## src/rtl/pmux_rr_pkg.sv

```systemverilog
// Shared types and helpers for the pmux round-robin select generator.
// State encoding and index-width computation used by all pmux_rr files.
package pmux_rr_pkg;

    typedef enum logic {
        ST_IDLE  = 1'b0,
        ST_GRANT = 1'b1
    } state_t;

    function automatic int idx_width(input int n);
        return (n > 1) ? $clog2(n) : 1;
    endfunction

endpackage

```

## src/rtl/pmux_rr_pick.sv

```systemverilog
// Round-robin winner finder: rotate requests by the pointer, take the
// lowest set bit, then map the offset back to an absolute index.
module pmux_rr_pick
    import pmux_rr_pkg::*;
#(
    parameter int S_WIDTH   = 4,
    parameter int IDX_WIDTH = idx_width(S_WIDTH)
) (
    input  logic [S_WIDTH-1:0]   req,
    input  logic [IDX_WIDTH-1:0] ptr,
    output logic [IDX_WIDTH-1:0] win,
    output logic                 found
);

    logic [2*S_WIDTH-1:0] dbl;
    logic [S_WIDTH-1:0]   rot;
    logic [IDX_WIDTH-1:0] off;
    int                   sum;

    // Rotate so ptr lands at bit 0, find first set bit, un-rotate.
    always_comb begin
        dbl = {req, req} >> ptr;
        rot = dbl[S_WIDTH-1:0];
        off = '0;
        for (int i = S_WIDTH - 1; i >= 0; i--) begin
            if (rot[i]) off = IDX_WIDTH'(i);
        end
        found = |rot;
        sum = int'(off) + int'(ptr);
        if (sum >= S_WIDTH) sum = sum - S_WIDTH;
        win = IDX_WIDTH'(sum);
    end

endmodule

```

## src/rtl/pmux_rr_select.sv

```systemverilog
// Registered one-hot round-robin select for a downstream parallel mux.
// Optional forced release after MAX_HOLD cycles: PMUX_RR_SELECT_TIMEOUT_EN.
module pmux_rr_select
    import pmux_rr_pkg::*;
#(
    parameter int S_WIDTH    = 4,
    parameter int HOLD_WIDTH = 8,
    parameter int MAX_HOLD   = 16,
    localparam int IDX_WIDTH = idx_width(S_WIDTH)
) (
    input  logic                 CLK,
    input  logic                 SRST,
    input  logic [S_WIDTH-1:0]   REQ,
    input  logic                 DONE,
    output logic [S_WIDTH-1:0]   S,
    output logic                 BUSY,
    output logic [IDX_WIDTH-1:0] IDX,
    output logic                 TIMEOUT
);

    state_t               state, state_n;
    logic [S_WIDTH-1:0]   s_q, s_n;
    logic [IDX_WIDTH-1:0] idx_q, idx_n;
    logic [IDX_WIDTH-1:0] ptr_q, ptr_n;
    logic                 to_q, to_n;
    logic [IDX_WIDTH-1:0] win, ptr_inc;
    logic                 found, rel;
`ifdef PMUX_RR_SELECT_TIMEOUT_EN
    logic [HOLD_WIDTH-1:0] hold_q, hold_n;
`endif

    pmux_rr_pick #(
        .S_WIDTH   (S_WIDTH),
        .IDX_WIDTH (IDX_WIDTH)
    ) u_pick (
        .req   (REQ),
        .ptr   (ptr_q),
        .win   (win),
        .found (found)
    );

    assign ptr_inc = (int'(win) == S_WIDTH - 1) ? '0 : win + 1'b1;

    // Next state: decide release, then arbitrate on any release.
    always_comb begin
        state_n = state;
        s_n     = s_q;
        idx_n   = idx_q;
        ptr_n   = ptr_q;
        to_n    = 1'b0;
        rel     = 1'b0;
`ifdef PMUX_RR_SELECT_TIMEOUT_EN
        hold_n  = hold_q;
`endif
        unique case (state)
            ST_IDLE: rel = 1'b1;
            ST_GRANT: begin
                if (DONE) rel = 1'b1;
`ifdef PMUX_RR_SELECT_TIMEOUT_EN
                else if (hold_q == HOLD_WIDTH'(MAX_HOLD - 1)) begin
                    rel  = 1'b1;
                    to_n = 1'b1;
                end
                else hold_n = hold_q + 1'b1;
`endif
            end
            default: rel = 1'b0;
        endcase
        if (rel) begin
            if (found) begin
                state_n = ST_GRANT;
                s_n     = S_WIDTH'(1) << win;
                idx_n   = win;
                ptr_n   = ptr_inc;
`ifdef PMUX_RR_SELECT_TIMEOUT_EN
                hold_n  = '0;
`endif
            end else begin
                state_n = ST_IDLE;
                s_n     = '0;
            end
        end
    end

    // State, grant and pointer registers with synchronous reset.
    always_ff @(posedge CLK) begin
        if (SRST) begin
            state <= ST_IDLE;
            s_q   <= '0;
            idx_q <= '0;
            ptr_q <= '0;
            to_q  <= 1'b0;
        end else begin
            state <= state_n;
            s_q   <= s_n;
            idx_q <= idx_n;
            ptr_q <= ptr_n;
            to_q  <= to_n;
        end
    end

`ifdef PMUX_RR_SELECT_TIMEOUT_EN
    // Hold counter, cleared on each new grant.
    always_ff @(posedge CLK) begin
        if (SRST) hold_q <= '0;
        else      hold_q <= hold_n;
    end
`endif

    assign S       = s_q;
    assign BUSY    = |s_q;
    assign IDX     = idx_q;
    assign TIMEOUT = to_q;

endmodule

```

## config.mk

```make
export PLATFORM = sky130hd
export DESIGN_NAME = pmux_rr_select
export DESIGN_NICKNAME = d
export VERILOG_FILES = /design/src/rtl/pmux_rr_pkg.sv /design/src/rtl/pmux_rr_pick.sv /design/src/rtl/pmux_rr_select.sv
export SDC_FILE = /design/constraint.sdc
export NUM_CORES = 1
export LEC_CHECK = 0
export CAP_MARGIN = 20
export CORE_AREA = 2 2 39 41
export CTS_CLUSTER_DIAMETER = 100
export DETAILED_ROUTE_END_ITERATION = 7
export DIE_AREA = 0 0 41 43
export PLACE_DENSITY = 0.73
export SLEW_MARGIN = 20
export SYNTH_ARGS = -nofsm -noshare
export SYNTH_HDL_FRONTEND = slang
export SYNTH_SLANG_ARGS = --single-unit
```

## constraint.sdc

```tcl
create_clock -name CLK -period 3.7 [get_ports CLK]
set_input_delay 0.74 -clock CLK [delete_from_list [all_inputs] [get_ports CLK]]
set_output_delay 0.74 -clock CLK [all_outputs]
set_load 0.01 [all_outputs]
```

# Yosys cells after proc, flatten, opt, wreduce, memory -nomap -nowiden
# Cells that the tools add are included.
totals:
  out_inout_bits: 8
  input_bits: 7
  ff_bits: 9
op_classes:
  shift: 2
  add_sub_neg: 3
  eq_ne: 1
  muxes: 10
  order_cmp: 1
  bitwise_logic: 1
  reduce_logical: 3
ops:
  columns: ["cell", "n"]
  rows:
  - ["2-bit 2-to-1 mux", 6]
  - ["4-bit OR reduction", 2]
  - ["8-bit by 2-bit >> shifter with 4-bit output", 1]
  - ["4-bit 2-to-1 mux", 1]
  - ["1-bit by 2-bit left shift with 4-bit output (first input constant)", 1]
  - ["2-bit by 2-bit adder with 3-bit output", 1]
  - ["3-bit >= comparator (second input constant)", 1]
  - ["2-bit by 1-bit adder with 2-bit output (second input constant)", 1]
  - ["2-bit by 1-bit equality test with 1-bit output (second input constant)", 1]
  - ["1-bit 2-to-1 mux", 2]
  - ["1-bit one-hot mux with 2 select lines", 1]
  - ["2-bit AND reduction", 1]
  - ["2-bit by 1-bit subtractor with 2-bit output (second input constant)", 1]
  - ["1-bit NOT", 1]

# Longest topological paths before layout
depth:
  depth_word: 10
  depth_mapped: 11
  mapped_depth_nobuf: 10

# Modules after synthesis
# Synthesis repeated with hierarchy kept, for this count alone.
unflattened:
  cells_unflattened: 73
  hier_area_um2: 616.8
modules_own_cells:
  columns: ["mod", "area_each_um2", "cells_each", "n_inst"]
  rows:
  - ["pmux_rr_select", 436.7, 50, 1]
  - ["pmux_rr_pick", 180.2, 23, 1]

# Worst setup path after synthesis
# Ideal clock, no wire load.
synth_path:
  path_type: "input to register"
  start: "input REQ[2]"
  end: "register ptr_q[0]"
  cell_stages: 9
  setup_ns: 0.071
  required_ns: 3.629
  path_buffers: 1
  arrival_time_ns: 2.504
  slack_ns: 1.125
  path_cell_list: "buf_6 o311a_1 o21ai_0 ha_1 xor2_1 xnor2_2 ha_1 or3_1 a21oi_1"
synth_via:
  elab_chain_len: 10
  word_cells_on_any_way: 14
synth_rtl:
  columns: ["item", "line", "source"]
  rows:
  - ["from (decl)", "pmux_rr_select.sv:13", "input logic [S_WIDTH-1:0] REQ,"]
  - ["8-bit by 2-bit >> shifter with 4-bit output (*)", "pmux_rr_pick.sv:22", "dbl = {req, req} >> ptr;"]
  - ["2-bit 2-to-1 mux (4 in series)", "pmux_rr_pick.sv:26", "if (rot[i]) off = IDX_WIDTH'(i);"]
  - ["2-bit by 2-bit adder with 3-bit output", "pmux_rr_pick.sv:29", "sum = int'(off) + int'(ptr);"]
  - ["3-bit >= comparator / 2-bit by 1-bit subtractor with 2-bit output (equally long branches)", "pmux_rr_pick.sv:30", "if (sum >= S_WIDTH) sum = sum - S_WIDTH;"]
  - ["2-bit 2-to-1 mux", "pmux_rr_pick.sv:30", null]
  - ["2-bit by 1-bit adder with 2-bit output / 2-bit by 1-bit equality test with 1-bit output (equally long branches)", "pmux_rr_select.sv:42", "assign ptr_inc = (int'(win) == S_WIDTH - 1) ? '0 : win + 1'b1;"]
  - ["2-bit 2-to-1 mux", "pmux_rr_select.sv:42", null]
  - ["to (signal assigned)", "pmux_rr_select.sv:97", "ptr_q <= ptr_n;"]
  - ["to (decl)", "pmux_rr_select.sv:24", "logic [IDX_WIDTH-1:0] ptr_q, ptr_n;"]
# Every way passes the cells marked *; elsewhere a longest branch is shown, timed or not.
# A chain may end at the register's enable or synchronous reset.

# Worst setup path after layout
layout_path:
  start: "input REQ[3]"
  end: "register ptr_q[0]"
# The elaborated chain is that of the path after synthesis.

==> metrics.yaml <==
setup_path:
  worst_setup_path_start_kind: "input port"
  required_ns: 3.89
  worstSetupPathType: "input port to flip-flop"
  ff2ff_setup_slack_ns: 1.27
  startpoint: "REQ[3]"
  path_max_fanout: 5
  endpoint_kind: "flip-flop"
  crit-reg2reg-capture: "ptr_q[0]"
  ff2ff_path_depth: 9
  cp.arrival_ns: 3.17
  worstReg2RegStart: "ptr_q[0]"
timing:
  tns_ns: 0
  skew_ns: 0.00103
  max_freq_mhz: 335
  hold_viol_final: 0
  rsz0062_at_grt: "false"
  min_period_over_period: 0.808
  final-setup-viol-count: 0
  final_max_slew_viol_count: 0
  worst_slack_ns: 0.711
  fin_crit_ns: 2.99
yosys:
  syn-num-nets: 78
  yosys.area_share.simple: 0.241
  synthAdderAreaFrac: 0.0431
  async_flop_share: 0
  synth-compound-area-share: 0.259
  synth_top_family_by_area: "compound AO/OA/AOI/OAI gates"
  yosys-top-cells-count: "9 x dfxtp_1, 8 x nor2_1, 7 x nand2_1, 6 x a21oi_1"
  yosysUniqueCellTypes: 30
  synth.mux.area_fraction: 0
  synth_edf_count: 0
  synth-seq-cells: 9
  netlist_area_um2: 581
  synth_top_area_share: 0.310
  synth_flop_cell: "dfxtp_1"
  yosysMostFrequentCell: "dfxtp_1"
  ys_seq_area_frac: 0.310
  yosysTopAreaCell: "dfxtp_1"
  yosys_warnings: 0
  syn-instance-count: 69
  syn_avg_cell_area_um2: 8.41
  synth.area.top_cells: "dfxtp_1 31%, o41ai_2 5.6%, a21oi_1 5.2%"
  synthXorXnorAreaFrac: 0.0431
global_route:
  antenna_found_initial: 0
  grt.overflow.total: 0
  track_usage: 0.167
  grt_pass1_wl_um: 2000
  grt_pass1_vias: 494
  grt_max_degree: 13
pwr:
  leakagePower_uw: 0.000288
  p_int_uw: 348
  ir_drop_uv: 488
  p_sw_frac: 0.393
  clockPowerShare: 0.132
  pwr-share-comb: 0.556
  p_per_area_nw_per_um2: 802
  power_frac_seq: 0.312
  p_switching_uw: 226
detailed_routing:
  avgViaCountPerCell: 5.63
  drt_first_pass_iters: 4
  final_antenna_net_count: 0
  drt-wirelength-per-cell_um: 12.3
  drcViolationCount: 0
  drt_first_iter_violations: 3
  via_count: 546
  finalWirelength_um: 1200
clock_tree:
  clockRootBuffer: "clkbuf_4"
  cts_buffer_depth: 2
  h-tree-depth: 1
  insertion_delay_ns: 0.26
  cts_buffers: 3
  clk_pin_slew_ns: 0.06
  cts_hold_buf: 0
  tritoncts: "done"
  post_cts_buffers: 0
  clkSinkCount: 9
  cts_resized: 0
cells_and_area:
  area_growth_syn_to_layout_pct: 23.3
  final.fill_count: 141
  layout-drive-gt1-share: 0.111
  fin_cells: 97
  n_antenna_cell: 0
  nets: 91
floorplanning:
  ios: 15
  die_y_um: 43
  rows: 14
  core_um2: 1380
  start_util: 0.420
  dieArea_um2: 1760
  die_w_um: 41
place:
  place_hpwl_um: 894
  dp_slack_ns: 0.413
  dp.cells: 93
  place.port_buffers: 13
  gp_congestion: 0.697
hold_path:
  hold_path_class: "flip-flop to flip-flop"
  hold_end: "IDX[0]"
  holdPathStages: 2
  worstHoldStart: "IDX[0]"
flow_run:
  max_cap_viol_count: 0
outcome:
  outcome: "completed"
## state kept, by name, summed over array words and instances (netlist names)
| register | count |
|---|---|
| S | 4 |
| IDX | 2 |
| state | 1 |
| ptr_q | 2 |
## metrics by stage
stage | area (µm²) | util | hold slack (ns) | total power (µW)
after floorplan | 581 | - | 0.456 | 389
after global placement | 689 | 0.498 | 0.450 | 491
after detailed placement | 689 | 0.498 | 0.455 | 501
after CTS | 716 | 0.517 | 0.469 | 581
after global routing | 716 | 0.517 | 0.496 | 628
final | 716 | 0.517 | 0.464 | 574
## critical path, stage by stage
cell and delay [ns]:
clkdlybuf4s50_1 0.55, inv_1 0.11, o311a_1 0.30, o21ai_0 0.17, ha_1 0.18, xor2_1 0.23, xnor2_2 0.16, ha_1 0.24
or3_1 0.34, a21oi_1 0.15
## how the worst max path moves through the flow
stage	endpoint	slack, ns
after CTS	ptr_q[0]	0.68
after floorplan	ptr_q[0]	1.12
after global placement	ptr_q[0]	0.54
after detailed placement	ptr_q[0]	0.41
final	ptr_q[0]	0.71
after global routing	ptr_q[0]	0.50
## layer usage
metal,track usage,part of all wire
met3,0.0314,0.065
met5,0,0
met2,0.259,0.50
met4,0.0800,0.014
met1,0.210,0.42
## cells in the final DEF, fill, tap and decap left out, drive strengths merged
cell and n:
nand2b 3, xnor2 1, nand3 4, ha 2
conb 1, o32ai 2, o311a 1, a22o 1
nor3 3, a311oi 1, a31oi 1, nand3b 1
clkdlybuf4s50 13, inv 4, dfxtp 9, nand2 7
o41ai 2, xor2 1, o21ai 1, a21oi 6
a32oi 1, or4 1, clkbuf 4, or3 1
nor2 8, nor4 1, o21a 1
## power by group through the flow
stage          clock (µW)  sequential, µW  combinational (µW)
6_report             75.9             179                 319
5_1_grt              84.9             188                 355
4_1_cts              77.6             181                 322
3_5_place_dp            0             182                 319
3_3_place_gp            0             178                 314
2_1_floorplan           0             174                 215
## layout make-up
class	count	area, µm²	share of cell area
clock buffers	4	26.3	0.0367
inverters	4	15.0	0.0210
multi-input cells	51	344	0.481
flip-flops and latches	9	180	0.252
well taps	16	20.0	0.0280
repair buffers	13	130	0.182
## kinds of logic after synthesis
| kind of cell | after synthesis |
|---|---|
| adder cells (fa/ha/maj) | 2 |
| flip-flops | 9 |
| buffers and inverters | 9 |
| XOR/XNOR | 2 |
| other | 1 |
| AO/OA/AOI/OAI | 17 |
| AND/OR/NAND/NOR | 29 |
No activity file was read; power rests on OpenSTA's default activity.
